<file path="src/rtl/load_store_unit.sv">
// Data-memory initiator: valid/ready load/store requests, sub-word stores via
// read-modify-write, extended load data or an error flag on the response channel.
module load_store_unit #(
    parameter int unsigned MEM_WORDS = 1024
) (
    input  logic        clk,
    input  logic        rst,
    input  logic        req_valid,
    output logic        req_ready,
    input  logic        req_write,
    input  logic [1:0]  req_size,
    input  logic        req_unsigned,
    input  logic [31:0] req_addr,
    input  logic [31:0] req_wdata,
    output logic        resp_valid,
    input  logic        resp_ready,
    output logic [31:0] resp_rdata,
    output logic        resp_error,
    output logic        mem_read,
    output logic        mem_write,
    output logic [31:0] mem_address,
    output logic [31:0] mem_write_data,
    input  logic [31:0] mem_read_data
);

    typedef enum logic [2:0] {
        IDLE,
        LOAD,
        RMW_RD,
        STORE,
        RESP
    } state_t;

    localparam logic [32:0] ADDR_LIMIT = 33'(MEM_WORDS) * 33'd4;

    state_t      state;
    logic [1:0]  size_q;
    logic        unsigned_q;
    logic [1:0]  offset_q;
    logic [15:0] wdata_q;

    logic        req_err;
    logic [7:0]  byte_lane;
    logic [15:0] half_lane;
    logic [31:0] load_ext;
    logic [31:0] merged;

    assign req_ready  = (state == IDLE);
    assign resp_valid = (state == RESP);
    assign mem_read   = (state == LOAD) || (state == RMW_RD);
    assign mem_write  = (state == STORE);

    always_comb begin
        req_err = 1'b0;
        if (req_size == 2'b11)
            req_err = 1'b1;
        if ((req_size == 2'b01) && req_addr[0])
            req_err = 1'b1;
        if ((req_size == 2'b10) && (req_addr[1:0] != 2'b00))
            req_err = 1'b1;
        if ({1'b0, req_addr} >= ADDR_LIMIT)
            req_err = 1'b1;
    end

    // Little-endian lane selection from the registered low address bits
    always_comb begin
        byte_lane = mem_read_data[{offset_q, 3'b000} +: 8];
        half_lane = offset_q[1] ? mem_read_data[31:16] : mem_read_data[15:0];
        load_ext  = mem_read_data;
        case (size_q)
            2'b00:   load_ext = unsigned_q ? {24'h0, byte_lane} : {{24{byte_lane[7]}}, byte_lane};
            2'b01:   load_ext = unsigned_q ? {16'h0, half_lane} : {{16{half_lane[15]}}, half_lane};
            default: load_ext = mem_read_data;
        endcase
    end

    always_comb begin
        merged = mem_read_data;
        if (size_q == 2'b00)
            merged[{offset_q, 3'b000} +: 8] = wdata_q[7:0];
        else if (offset_q[1])
            merged[31:16] = wdata_q;
        else
            merged[15:0] = wdata_q;
    end

    always_ff @(posedge clk or posedge rst) begin
        if (rst) begin
            state          <= IDLE;
            size_q         <= '0;
            unsigned_q     <= 1'b0;
            offset_q       <= '0;
            wdata_q        <= '0;
            mem_address    <= '0;
            mem_write_data <= '0;
            resp_rdata     <= '0;
            resp_error     <= 1'b0;
        end else begin
            case (state)
                IDLE: begin
                    if (req_valid) begin
                        size_q     <= req_size;
                        unsigned_q <= req_unsigned;
                        offset_q   <= req_addr[1:0];
                        wdata_q    <= req_wdata[15:0];
                        if (req_err) begin
                            resp_error <= 1'b1;
                            resp_rdata <= '0;
                            state      <= RESP;
                        end else begin
                            mem_address <= {req_addr[31:2], 2'b00};
                            if (!req_write) begin
                                state <= LOAD;
                            end else if (req_size == 2'b10) begin
                                mem_write_data <= req_wdata;
                                state          <= STORE;
                            end else begin
                                state <= RMW_RD;
                            end
                        end
                    end
                end
                LOAD: begin
                    resp_rdata <= load_ext;
                    resp_error <= 1'b0;
                    state      <= RESP;
                end
                // The merged word is the merge register; it drives memory in STORE
                RMW_RD: begin
                    mem_write_data <= merged;
                    state          <= STORE;
                end
                STORE: begin
                    resp_rdata <= '0;
                    resp_error <= 1'b0;
                    state      <= RESP;
                end
                RESP: begin
                    if (resp_ready)
                        state <= IDLE;
                end
                default: state <= IDLE;
            endcase
        end
    end

endmodule

</file>
<file path="config.mk">
export PLATFORM = sky130hd
export DESIGN_NAME = load_store_unit
export DESIGN_NICKNAME = d
export VERILOG_FILES = /design/src/rtl/load_store_unit.sv
export SDC_FILE = /design/constraint.sdc
export NUM_CORES = 1
export LEC_CHECK = 0
export CAP_MARGIN = 20
export CORE_MARGIN = 1.5
export CORE_UTILIZATION = 44
export DETAILED_ROUTE_END_ITERATION = 12
export HOLD_SLACK_MARGIN = 0.03
export PLACE_DENSITY = 0.78
export SETUP_SLACK_MARGIN = 0.4
export SLEW_MARGIN = 20
export SYNTH_ARGS = -nofsm -noshare
export SYNTH_HDL_FRONTEND = slang
export SYNTH_SLANG_ARGS = --single-unit
</file>
<file path="constraint.sdc">
create_clock -name clk -period 4.4 [get_ports clk]
set_input_delay 0.88 -clock clk [delete_from_list [all_inputs] [get_ports clk]]
set_output_delay 0.88 -clock clk [all_outputs]
set_load 0.005 [all_outputs]
</file>
==> results_dict.tcl <==
set metrics [dict create \
    worst-setup-path-type "input port to flop" \
    clock_skew_ns 0.007267 \
    cts_hold_buf 0 \
    grt_usage_pct 26.47 \
    critPathMaxFanout 20 \
    synthFlopType "dfrtp_1" \
    p_comb_share_pct 24.6 \
    synth_area_leaders "dfrtp_1, mux2_2, mux2i_1, a22o_1, nor2_1" \
    p_leak_nw 3.886 \
    cap_violations 0 \
    intPower_w 0.002590 \
    num-nets-final 864 \
    clk_latency_ns 0.42 \
    synth.most_common_cell "dfrtp_1" \
    netlist_top_cells_count "dfrtp_1, nor2_1, mux2i_1" \
    path_clk_slew_ns 0.06 \
    fmax_mhz 319.1 \
    yosysTopAreaCell "dfrtp_1" \
    seq_power_share_pct 37.7 \
    fp-row-count 42 \
    final_area_um2 8831 \
    swShare_pct 29.54 \
    endpoint_kind "flop" \
    synth_async_sr_flop_share_pct 100.0 \
    startpoint_type "input port" \
    diodes 0 \
    finalSetupTns_ns 0 \
    placed_cell_area_um2 8238 \
    yosys.area_share.simple_pct 11.80 \
    cts.sinks 119 \
    grt_overflow 0 \
    portBuffers 202 \
    p_clk_share_pct 37.7 \
    synth.top_cell.area_share_pct 48.74 \
    period_minus_slack_ns 3.133 \
    status "finished clean" \
    postCtsResizedCells 0 \
    hold_class "flop to flop" \
    cts_tree "built" \
    synth_cell_type_count 49 \
    synth-xor-area-share_pct 0 \
    synth_area_um2 6110 \
    wl_um 18720 \
    regArea_um2 2978 \
    drive_gt1_share_pct 11.46 \
    drv_slew 0 \
    r2r_setup_slack_ns 1.90 \
    place.gp.congestion 0.8674 \
    nFillCells 1062 \
    maxSlewHeadroom_pct 27.78 \
    syn2layout_area_growth_pct 44.54 \
    cts_buffer_depth 2 \
    crit_required_ns 4.71 \
    grt_pass1_wl_um 29450 \
    rsz0062_at_grt "false" \
    dr.pass1.iters 7 \
    die_w_um 120.8 \
    switchingPower_w 0.001086 \
    finalSetupViolations 0 \
    cts.htree.levels 4 \
    synth-adder-area-share_pct 1.024 \
    synth_top_family_by_area "compound AO/OA/AOI/OAI gates" \
    dr_total_vias 5414 \
    ys_seq_area_share_pct 48.74 \
    cts_setup_buffers 0 \
    hold_viol 0 \
    hold_ws_ns 0.4894 \
    ys_ff_latch 119 \
    ir_drop_mv 0.2909 \
    avgSynthCellArea_um2 10.76 \
    grt_max_degree 89 \
    power_density_nw_per_um2 416.2 \
    worstPathArrival_ns 3.44 \
    core_area_um2 13400 \
    wl_per_cell_um 19.83 \
    synth_mux_area_share_pct 12.70 \
    grt_pass1_vias 5456 \
    start_util_pct 45.59 \
    die-area_um2 14600 \
    cts_buffers 17 \
    worst_slew_pin_slew_ns 1.079 \
    drc_errors 0 \
    multi_input_area_um2 2818 \
    synth-edff-count 0 \
    netlist_instances 568 \
    finalCritPeriodShare_pct 71.21 \
    viasPerCell 5.735 \
    drt_iter0_drc 485 \
    antenna_found_initial 0 \
    dp_hpwl_um 13510 \
    ant_nets 0 \
    yosysWarningCount 0 \
    io_pins 205 \
    die_y_um 120.8 \
    synth_compound_area_share_pct 20.27 \
    cts-root-buf "clkbuf_16" \
]
[worst paths after layout]
check                                           from                             end  cells past startpoint
max                                     req_addr[19]     mem_address[21]$_DFFE_PP0P_                      7
min                        resp_rdata[6]$_DFFE_PP0P_       resp_rdata[6]$_DFFE_PP0P_                      2
max reg2reg                    size_q[1]$_DFFE_PP0P_  mem_write_data[16]$_DFFE_PP0P_                      5
min reg2reg                resp_rdata[6]$_DFFE_PP0P_       resp_rdata[6]$_DFFE_PP0P_                      2
max in group asynchronous                        rst      resp_rdata[25]$_DFFE_PP0P_                      3
min in group asynchronous                        rst  mem_write_data[30]$_DFFE_PP0P_                      2
[per-stage QoR]
stage          cells  utilization, %  setup slack (ns)  power [W]
2_1_floorplan    569               -             1.971   0.001835
3_3_place_gp     912           61.45            0.8995   0.002268
3_5_place_dp     912           61.48            0.8294   0.002300
4_1_cts          944           65.90             1.261   0.003695
5_1_grt          944           65.90             1.085   0.003852
6_report         944           65.90             1.267   0.003676
[logic make-up (layout without fill, tap and decap cells)]
family | count (synthesis) | in the layout
AO/OA/AOI/OAI | 158 | 158
adder cells (fa/ha/maj) | 5 | 5
other | 1 | 2
multiplexers | 72 | 72
flip-flops | 119 | 119
buffers and inverters | 74 | 273
AND/OR/NAND/NOR | 139 | 139
[worst max-delay path, cell delays in order]
cell and delay [ns]:
clkdlybuf4s50_1 0.40, nor4_1 0.57, nand3_1 0.25, or2_2 0.35, nor2b_2 0.45, buf_4 0.33, and2b_1 0.21
[power groups by stage]
stage               clock network, W  registers (W)  logic (W)
finish                       0.00139        0.00139   0.000904
global route                 0.00146        0.00141   0.000985
CTS                          0.00141        0.00138   0.000906
detailed placement                 0        0.00140   0.000897
global placement                   0        0.00139   0.000875
floorplan                          0        0.00136   0.000474
[flip-flops by register name, summed over array words and instances, names as in the netlist]
register / count
resp_error: 1
mem_write_data: 32
mem_address: 30
offset_q: 2
state: 3
wdata_q: 16
unsigned_q: 1
size_q: 2
resp_rdata: 32
[area by class of cell]
cell class                 count  share of cell area, %
clock buffer                  17                  4.817
clock inverter                15                  1.899
inverter                      29                  1.275
multi-input combinational    376                  31.91
sequential                   119                  33.72
tap                          176                  2.494
timing repair buffer         212                  23.89
[cells in the final DEF, fill, tap and decap left out, types with 23 or more instances in the layout]
cell type	count
a21oi_1	33
a22o_1	23
clkdlybuf4s50_1	202
dfrtp_1	119
inv_1	28
mux2_2	34
mux2i_1	37
nand2_1	24
nor2_1	45
nor2b_1	27
[metal layers]
metal | part of all wire (%) | vias up | track usage (%)
met3 | 8.5 | 39 | 7.264
met4 | 3.1 | 0 | 11.69
li1 | - | 2459 | -
met2 | 48 | 275 | 42.79
met5 | 0 | - | 0
met1 | 40 | 2641 | 33.21
(Power assumes the default switching activity.)
